### src/rtl/fetch_stage_if.sv
// Fetch-stage bundle: instruction-memory request/response channel plus the
// decode-facing instruction port and execute-side redirect/stall controls.
interface fetch_stage_if #(
    parameter int ADDR_W = 32
);
    logic              imem_req;
    logic [ADDR_W-1:0] imem_addr;
    logic              imem_ready;
    logic              imem_rvalid;
    logic [31:0]       imem_rdata;
    logic              stall;
    logic              redirect;
    logic [ADDR_W-1:0] redirect_pc;
    logic [31:0]       Instruccion;
    logic              instr_valid;
    logic [ADDR_W-1:0] instr_pc;

    modport master (
        output imem_req, imem_addr, Instruccion, instr_valid, instr_pc,
        input  imem_ready, imem_rvalid, imem_rdata, stall, redirect, redirect_pc
    );

    modport slave (
        input  imem_req, imem_addr, Instruccion, instr_valid, instr_pc,
        output imem_ready, imem_rvalid, imem_rdata, stall, redirect, redirect_pc
    );
endinterface

### src/rtl/fetch_stage.sv
// Instruction fetch stage: PC owner, credit-limited in-order memory requests,
// PC-tagged prefetch FIFO toward decode, redirect flush with stale-response drop.
module fetch_stage_chk #(
    parameter int CNT_W = 2
) (
    input logic             clock,
    input logic             reset,
    input logic             rvalid,
    input logic [CNT_W-1:0] outst
);
    // A response with nothing outstanding is a memory protocol violation.
    rvalid_needs_outstanding: assert property (
        @(posedge clock) disable iff (!reset) !(rvalid && (outst == {CNT_W{1'b0}}))
    ) else $error("imem_rvalid asserted with no outstanding request");
endmodule

module fetch_stage #(
    parameter int              ADDR_W     = 32,
    parameter logic [ADDR_W-1:0] RESET_PC = {ADDR_W{1'b0}},
    parameter logic [ADDR_W-1:0] PC_STEP  = {{(ADDR_W-1){1'b0}}, 1'b1},
    parameter int              FIFO_DEPTH = 2
) (
    input logic          clock,
    input logic          reset,
    fetch_stage_if.master bus
);
    localparam int CNT_W = $clog2(FIFO_DEPTH + 1);
    localparam int OCC_W = CNT_W + 1;
    localparam int PTR_W = (FIFO_DEPTH > 1) ? $clog2(FIFO_DEPTH) : 1;

    typedef enum logic [1:0] {
        ST_BOOT  = 2'd0,
        ST_RUN   = 2'd1,
        ST_DRAIN = 2'd2
    } state_e;

    state_e            state_q, state_d;
    logic [ADDR_W-1:0] fetch_pc_q, fetch_pc_d;
    logic [ADDR_W-1:0] fifo_pc_q   [FIFO_DEPTH];
    logic [31:0]       fifo_data_q [FIFO_DEPTH];
    logic [PTR_W-1:0]  fifo_rd_q, fifo_rd_d, fifo_wr_q, fifo_wr_d;
    logic [CNT_W-1:0]  fifo_cnt_q, fifo_cnt_d;
    logic [ADDR_W-1:0] infl_pc_q   [FIFO_DEPTH];
    logic [PTR_W-1:0]  infl_rd_q, infl_rd_d, infl_wr_q, infl_wr_d;
    logic [CNT_W-1:0]  outst_q, outst_d;
    logic [CNT_W-1:0]  discard_q, discard_d;

    logic              rsp_s, req_s, hs_s, keep_s, drop_s, pop_s;
    logic [OCC_W-1:0]  occ_s;

    function automatic logic [PTR_W-1:0] ptr_inc(input logic [PTR_W-1:0] p);
        if (p == PTR_W'(FIFO_DEPTH - 1)) begin
            return {PTR_W{1'b0}};
        end else begin
            return p + PTR_W'(1);
        end
    endfunction

    // Event decode: credit-gated issue, response capture/drop, decode pop.
    always_comb begin
        occ_s  = OCC_W'(fifo_cnt_q) + OCC_W'(outst_q);
        rsp_s  = bus.imem_rvalid && (outst_q != {CNT_W{1'b0}});
        req_s  = (state_q == ST_RUN) && !bus.redirect && (occ_s < OCC_W'(FIFO_DEPTH));
        hs_s   = req_s && bus.imem_ready;
        keep_s = rsp_s && (discard_q == {CNT_W{1'b0}}) && !bus.redirect;
        drop_s = rsp_s && (discard_q != {CNT_W{1'b0}});
        pop_s  = (fifo_cnt_q != {CNT_W{1'b0}}) && !bus.stall && !bus.redirect;
    end

    // Datapath next state; a redirect clears the FIFO, and every request still
    // in flight after this cycle belongs to the abandoned path.
    always_comb begin
        fetch_pc_d = fetch_pc_q;
        fifo_rd_d  = fifo_rd_q;
        fifo_wr_d  = fifo_wr_q;
        fifo_cnt_d = fifo_cnt_q;
        discard_d  = discard_q;
        infl_rd_d  = rsp_s ? ptr_inc(infl_rd_q) : infl_rd_q;
        infl_wr_d  = hs_s  ? ptr_inc(infl_wr_q) : infl_wr_q;
        outst_d    = outst_q + CNT_W'(hs_s) - CNT_W'(rsp_s);
        if (bus.redirect) begin
            fetch_pc_d = bus.redirect_pc;
            fifo_rd_d  = {PTR_W{1'b0}};
            fifo_wr_d  = {PTR_W{1'b0}};
            fifo_cnt_d = {CNT_W{1'b0}};
            discard_d  = outst_q - CNT_W'(rsp_s);
        end else begin
            fetch_pc_d = hs_s   ? (fetch_pc_q + PC_STEP) : fetch_pc_q;
            fifo_rd_d  = pop_s  ? ptr_inc(fifo_rd_q) : fifo_rd_q;
            fifo_wr_d  = keep_s ? ptr_inc(fifo_wr_q) : fifo_wr_q;
            fifo_cnt_d = fifo_cnt_q + CNT_W'(keep_s) - CNT_W'(pop_s);
            discard_d  = discard_q - CNT_W'(drop_s);
        end
    end

    // Datapath registers and storage arrays.
    always_ff @(posedge clock or negedge reset) begin
        if (!reset) begin
            fetch_pc_q <= RESET_PC;
            fifo_rd_q  <= {PTR_W{1'b0}};
            fifo_wr_q  <= {PTR_W{1'b0}};
            fifo_cnt_q <= {CNT_W{1'b0}};
            infl_rd_q  <= {PTR_W{1'b0}};
            infl_wr_q  <= {PTR_W{1'b0}};
            outst_q    <= {CNT_W{1'b0}};
            discard_q  <= {CNT_W{1'b0}};
            for (int i = 0; i < FIFO_DEPTH; i++) begin
                fifo_pc_q[i]   <= {ADDR_W{1'b0}};
                fifo_data_q[i] <= 32'h0000_0000;
                infl_pc_q[i]   <= {ADDR_W{1'b0}};
            end
        end else begin
            fetch_pc_q <= fetch_pc_d;
            fifo_rd_q  <= fifo_rd_d;
            fifo_wr_q  <= fifo_wr_d;
            fifo_cnt_q <= fifo_cnt_d;
            infl_rd_q  <= infl_rd_d;
            infl_wr_q  <= infl_wr_d;
            outst_q    <= outst_d;
            discard_q  <= discard_d;
            if (keep_s) begin
                fifo_pc_q[fifo_wr_q]   <= infl_pc_q[infl_rd_q];
                fifo_data_q[fifo_wr_q] <= bus.imem_rdata;
            end
            if (hs_s) begin
                infl_pc_q[infl_wr_q] <= fetch_pc_q;
            end
        end
    end

    // FSM state register.
    always_ff @(posedge clock or negedge reset) begin
        if (!reset) begin
            state_q <= ST_BOOT;
        end else begin
            state_q <= state_d;
        end
    end

    // FSM next state: redirect overrides; DRAIN holds until stale words are gone.
    always_comb begin
        state_d = state_q;
        if (bus.redirect) begin
            state_d = (discard_d != {CNT_W{1'b0}}) ? ST_DRAIN : ST_RUN;
        end else begin
            case (state_q)
                ST_BOOT:  state_d = ST_RUN;
                ST_RUN:   state_d = ST_RUN;
                ST_DRAIN: state_d = (discard_d == {CNT_W{1'b0}}) ? ST_RUN : ST_DRAIN;
                default:  state_d = ST_BOOT;
            endcase
        end
    end

    // Outputs: request from FSM/credit, decode port shows the FIFO head or zero.
    always_comb begin
        bus.imem_req    = req_s;
        bus.imem_addr   = fetch_pc_q;
        bus.instr_valid = (fifo_cnt_q != {CNT_W{1'b0}});
        if (fifo_cnt_q != {CNT_W{1'b0}}) begin
            bus.Instruccion = fifo_data_q[fifo_rd_q];
            bus.instr_pc    = fifo_pc_q[fifo_rd_q];
        end else begin
            bus.Instruccion = 32'h0000_0000;
            bus.instr_pc    = {ADDR_W{1'b0}};
        end
    end

`ifndef SYNTHESIS
    fetch_stage_chk #(.CNT_W(CNT_W)) u_chk (
        .clock  (clock),
        .reset  (reset),
        .rvalid (bus.imem_rvalid),
        .outst  (outst_q)
    );
`endif
endmodule
### src/flat_wrapper.sv
// flat-port wrapper written by rule: the top's interface ports become plain ports
module fetch_stage_flat 
#(
    parameter int              ADDR_W     = 32,
    parameter logic [ADDR_W-1:0] RESET_PC = {ADDR_W{1'b0}},
    parameter logic [ADDR_W-1:0] PC_STEP  = {{(ADDR_W-1){1'b0}}, 1'b1},
    parameter int              FIFO_DEPTH = 2
)
  (clock, reset, bus_imem_req, bus_imem_addr, bus_Instruccion, bus_instr_valid, bus_instr_pc, bus_imem_ready, bus_imem_rvalid, bus_imem_rdata, bus_stall, bus_redirect, bus_redirect_pc);
  fetch_stage_if #(.ADDR_W(ADDR_W)) bus_i ();
  input logic clock;
  input logic reset;
  output wire logic [$bits(bus_i.imem_req)-1:0] bus_imem_req;
  output wire logic [$bits(bus_i.imem_addr)-1:0] bus_imem_addr;
  output wire logic [$bits(bus_i.Instruccion)-1:0] bus_Instruccion;
  output wire logic [$bits(bus_i.instr_valid)-1:0] bus_instr_valid;
  output wire logic [$bits(bus_i.instr_pc)-1:0] bus_instr_pc;
  input wire logic [$bits(bus_i.imem_ready)-1:0] bus_imem_ready;
  input wire logic [$bits(bus_i.imem_rvalid)-1:0] bus_imem_rvalid;
  input wire logic [$bits(bus_i.imem_rdata)-1:0] bus_imem_rdata;
  input wire logic [$bits(bus_i.stall)-1:0] bus_stall;
  input wire logic [$bits(bus_i.redirect)-1:0] bus_redirect;
  input wire logic [$bits(bus_i.redirect_pc)-1:0] bus_redirect_pc;
  assign bus_imem_req = bus_i.imem_req;
  assign bus_imem_addr = bus_i.imem_addr;
  assign bus_Instruccion = bus_i.Instruccion;
  assign bus_instr_valid = bus_i.instr_valid;
  assign bus_instr_pc = bus_i.instr_pc;
  assign bus_i.imem_ready = bus_imem_ready;
  assign bus_i.imem_rvalid = bus_imem_rvalid;
  assign bus_i.imem_rdata = bus_imem_rdata;
  assign bus_i.stall = bus_stall;
  assign bus_i.redirect = bus_redirect;
  assign bus_i.redirect_pc = bus_redirect_pc;
  fetch_stage #(.ADDR_W(ADDR_W), .RESET_PC(RESET_PC), .PC_STEP(PC_STEP), .FIFO_DEPTH(FIFO_DEPTH)) u_core (.clock(clock), .reset(reset), .bus(bus_i));
endmodule
### config.mk
export PLATFORM = sky130hd
export DESIGN_NAME = fetch_stage_flat
export DESIGN_NICKNAME = d
export VERILOG_FILES = /design/src/rtl/fetch_stage_if.sv /design/src/rtl/fetch_stage.sv /design/src/flat_wrapper.sv
export SDC_FILE = /design/constraint.sdc
export NUM_CORES = 1
export LEC_CHECK = 0
export ABC_AREA = 0
export ABC_CLOCK_PERIOD_IN_PS = 6300
export BUFFER_PORTS_ARGS = -buffer_cell sky130_fd_sc_hd__buf_2
export CAP_MARGIN = 20
export CORE_UTILIZATION = 50
export CTS_CLUSTER_DIAMETER = 50
export DETAILED_ROUTE_END_ITERATION = 8
export PLACE_DENSITY_LB_ADDON = 0.2
export SLEW_MARGIN = 0
export SYNTH_ARGS = -nofsm -noshare
export SYNTH_HDL_FRONTEND = slang
export SYNTH_SLANG_ARGS = --single-unit
### constraint.sdc
create_clock -name clock -period 6.3 [get_ports clock]
set_input_delay 1.26 -clock clock [delete_from_list [all_inputs] [get_ports clock]]
set_output_delay 1.26 -clock clock [all_outputs]
set_load 0.01 [all_outputs]
* After elaboration in Yosys (flattened, before gate mapping)
Cells that the tools add are included.
Widths: inputs -> output; s select.
** Cells by class
- $add $sub $neg :: 12
- Order comparisons :: 7
- Equality and inequality tests :: 2
- Muxes and demuxes :: 34
- Bitwise logic cells :: 4
- Reduce and logical (&&, ||, !) cells :: 24
** Operators by type and width (count)
- $mux 32 :: 15
- $bwmux 64 :: 3
- $demux 32 s1 :: 2
- $add 32x1->32 const B :: 1
- $reduce_bool 2->1 :: 7
- $logic_and 1x1->1 :: 11
- $mux 2 :: 5
- $ge 2x2->1 const B :: 4
- $mux 1 :: 8
- $not 1->2 :: 4
- $sub 2x1->2 :: 4
- $logic_not 2->1 :: 3
- $add 1x1->1 const B :: 4
- $add 2x1->2 :: 2
- $lt 2x1->1 const B :: 2
- $pmux 2 s2 :: 1
- $add 2x2->3 :: 1
- $lt 3x2->1 const B :: 1
- $eq 2x1->1 const B :: 1
- $eq 2x2->1 const B :: 1
- $logic_not 1->1 :: 2
- $reduce_or 2->1 :: 1
** Word-level totals
- Bits in registers :: 236

* Longest topological paths before layout
- Depth after elaboration :: 9
- Gate-level depth with buffers :: 11

* Least setup slack after synthesis
OpenSTA, ideal clock, no wires.
- Path kind :: input to output
- From :: in bus_redirect
- To :: out bus_imem_req
- Data arrival time :: 1.724 ns
- Path slack :: 3.316 ns
- Cell stages on the path :: 2
- Cell sequence :: nor4b_2 and2_1
** Between the ends
- Cells in the longest elaborated chain, start to end :: 3
** RTL lines
- start, declared :: line flat_wrapper.sv:22 : input wire logic [$bits(bus_i.redirect)-1:0] bus_redirect;
- $logic_not 1->1 :: line fetch_stage.sv:63 : req_s = (state_q == ST_RUN) && !bus.redirect && (occ_s < OCC_W'(FIFO_DEPTH));
- $logic_and 1x1->1 (2 in a row) :: line fetch_stage.sv:63
- end, declared :: line flat_wrapper.sv:13 : output wire logic [$bits(bus_i.imem_req)-1:0] bus_imem_req;
Every way passes these cells.

* Worst setup path in the final report
- From :: in bus_redirect
- To :: reg u_core.infl_pc_q[13] (netlist name)
** Between the ends
- Cells in the longest elaborated chain, start to end :: 4
** RTL lines
- $logic_not 1->1 :: line fetch_stage.sv:63
- $logic_and 1x1->1 (2 in a row) :: line fetch_stage.sv:63
- $logic_and 1x1->1 :: line fetch_stage.sv:64 : hs_s = req_s && bus.imem_ready;
- end signal, assigned by index :: line fetch_stage.sv:110 : infl_pc_q[i] <= {ADDR_W{1'b0}};
- end signal, assigned by index :: line fetch_stage.sv:126 : infl_pc_q[infl_wr_q] <= fetch_pc_q;
- end, declared :: line fetch_stage.sv:43 : logic [ADDR_W-1:0] infl_pc_q [FIFO_DEPTH];
Every way passes these cells.
A chain may end at the register's enable or synchronous reset.

==> flow_metrics.py <==
metrics = {
    "status": {
        "outcome": "finished, final reports clean",
    },
    "timing": {
        "fin_crit_ns": 3.80,
        "holdWs_ns": 0.475,
        "rsz0062_at_grt": "no",
        "fin_skew_ns": 0.0159,
        "tightestPinTransition_ns": 1.06,
        "max_freq_ghz": 0.263,
        "slew-limit-headroom_pct": 29.0,
        "setup_slack_ns": 2.50,
        "slew_viol_final": 0,
        "setup_tns_ns": 0,
        "finalCritPeriodShare_pct": 60.3,
        "finalSetupViolations": 0,
        "finalHoldViolations": 0,
    },
    "setup_path": {
        "endpoint_kind": "flip-flop",
        "reg2reg_depth": 10,
        "r2r-start": "u_core.fifo_cnt_q[0]$_DFF_PN0_",
        "r2r_end": "u_core.infl_pc_q[13]$_DFFE_PN0P_",
        "cp_max_fo": 30,
        "crit_type": "in -> reg",
        "critical_path.startpoint_type": "input pin",
        "arrival_ns": 4.22,
        "r2r_slack_ns": 2.94,
        "required_ns": 6.72,
    },
    "worst_hold_path": {
        "hold_path_depth": 2,
        "hp-class": "reg -> reg",
        "hold_end": "u_core.fifo_pc_q[7]$_DFFE_PN0P_",
        "hold_path_startpoint": "u_core.fifo_pc_q[7]$_DFFE_PN0P_",
    },
    "layout": {
        "drive_gt1_share_pct": 32.4,
        "syn_to_final_growth_pct": 18.7,
        "multi_input_area_um2": 4640,
        "seq_area_um2": 5910,
        "final_nets": 1179,
        "n_antenna_cell": 0,
        "post-route-cell-area_um2": 12900,
        "fillers": 1797,
        "final_util_pct": 60.8,
        "final_cells": 1397,
    },
    "global_route": {
        "grt_usage_pct": 22.7,
        "antenna_found_initial": 0,
        "gr-total-overflow": 0,
        "grt_max_degree": 131,
        "grt_pass1_vias": 7604,
        "grt_pass1_wl_mm": 40.0,
    },
    "clocking": {
        "h-tree-depth": 1,
        "clkTransAtPathRegs_ns": 0.06,
        "hold_buffers": 0,
        "root_buffer": "clkbuf_16",
        "cts_setup_buffers": 0,
        "clock-sinks": 236,
        "post_cts_resized": 0,
        "numCtsBuffers": 30,
        "cts_tree": "yes",
        "clk_path_buf_depth": 3,
        "clkLatencyLatePin_ns": 0.54,
    },
    "floorplan": {
        "rows": 53,
        "chipHeight_um": 149,
        "io_pins": 168,
        "start_util_pct": 51.2,
        "die_area_um2": 22300,
        "core_um2": 21200,
        "die_width_um": 149,
    },
    "detailed_routing": {
        "antenna_left": 0,
        "drt-total-wl_mm": 24.4,
        "drc": 0,
        "vias": 7689,
        "drtIter0Drc": 528,
        "viasPerCell": 5.50,
        "drtPass1Iterations": 5,
        "wl_per_cell_um": 17.5,
    },
    "yosys": {
        "async_reset_ff_share_pct": 100,
        "yosys.area.top_type_share_pct": 54.5,
        "synth_area_leaders": "dfrtp_1, mux2_2, mux2i_1",
        "synth_cell_type_count": 45,
        "syn_area_um2": 10800,
        "synth_nets": 1030,
        "ys_ff_latch": 236,
        "synth_cells": 953,
        "ys_seq_area_share_pct": 54.5,
        "synth_top_area_cell": "dfrtp_1",
        "yosysWarnings": 0,
        "syn_area_per_cell_um2": 11.4,
        "synth_ff_type": "dfrtp_1",
        "synth_edf_count": 0,
        "synth.most_common_cell": "dfrtp_1",
        "synthTopCellsByCount": "dfrtp_1, mux2_2, nor2_1",
    },
    "power_and_ir_drop": {
        "p_leak_nw": 6.02,
        "power_density_nw_per_um2": 441,
        "peakVddDrop_mv": 0.230,
        "power_mw": 5.67,
    },
    "place": {
        "place_congestion": 0.796,
        "placed_area_um2": 11900,
        "place_ws_ns": 2.01,
        "dp.cells": 1344,
        "hpwl_mm": 15.8,
        "portBuffers": 167,
    },
    "run": {
        "max_cap_violations": 0,
    },
}
cells by family after synthesis:
kind of cell               synth area share [%]
and+or+nand+nor                            11.5
DFF                                        54.5
muxes                                      22.3
AOI/OAI and AO/OA                          6.92
buffers and inverters                      2.83
xor gates and xnor gates                   1.13
adders and majority gates                 0.878
worst max-delay path, stage by stage:
cell and delay (ns):
buf_2 0.42, buf_4 0.37, nor4b_2 0.09, nand3_1 0.09, buf_4 0.32, inv_2 0.26, nand2_1 0.58, buf_4 0.42
mux2_2 0.38
per-layer routing:
| metal | track usage, % | vias up | wire length [um] |
|---|---|---|---|
| met1 | 32.0 | 3802 | 11200 |
| met2 | 36.4 | 203 | 11400 |
| li1 | - | 3648 | - |
| met5 | 0 | - | 0 |
| met4 | 6.12 | 0 | 496 |
| met3 | 3.67 | 36 | 1320 |
cell usage in the layout, fill, tap and decap left out, drive strengths merged, types with 2 or more instances in the layout:
cell type	n
a21oi	37
a22oi	7
a31o	2
a31oi	3
and2	5
buf	179
bufinv	2
clkbuf	42
clkinv	6
dfrtp	236
ha	6
inv	14
mux2	127
mux2i	98
nand2	75
nand3	23
nand4	19
nor2	122
nor2b	2
nor3	6
nor4	5
o211ai	12
o21ai	56
o311ai	7
or3	5
or4	2
xnor2	7
xor2	7
layout make-up:
cell class | instances | area share, %
clock inverters | 10 | 0.895
flip-flops and latches | 236 | 45.9
well taps | 275 | 2.67
clock buffers | 42 | 6.58
multi-input cells | 643 | 36.1
repair buffers | 179 | 7.46
inverters | 12 | 0.350
state kept, by name, indices dropped and copies added, names as in the netlist:
signal,flops
u_core.fifo_wr_q,1
u_core.state_q,2
u_core.fifo_pc_q,64
u_core.bus.imem_addr,32
u_core.fifo_data_q,64
u_core.infl_rd_q,1
u_core.infl_wr_q,1
u_core.fifo_rd_q,1
u_core.outst_q,2
u_core.fifo_cnt_q,2
u_core.infl_pc_q,64
u_core.discard_q,2
how the worst max path moves through the flow:
stage | from | end | slack [ns] | cells past startpoint
after CTS | u_core.fifo_rd_q$_DFFE_PN0P_ | bus_instr_pc[10] | 2.45 | 4
final | bus_redirect | u_core.infl_pc_q[13]$_DFFE_PN0P_ | 2.50 | 9
after global placement | bus_redirect | u_core.bus.imem_addr[13]$_DFFE_PN0P_ | 2.06 | 9
after global routing | bus_redirect | u_core.infl_pc_q[31]$_DFFE_PN0P_ | 2.29 | 9
after detailed placement | bus_redirect | u_core.infl_pc_q[13]$_DFFE_PN0P_ | 2.01 | 9
after floorplan | bus_redirect | bus_imem_req | 3.32 | 2
power by group:
group          total [mW]  switching [mW]  internal, mW
logic                1.51           0.724         0.783
clock network        1.64           0.624          1.01
registers            2.53           0.423          2.11
total                5.67            1.77          3.90
Note: power is estimated with default switching activity, not from simulation.
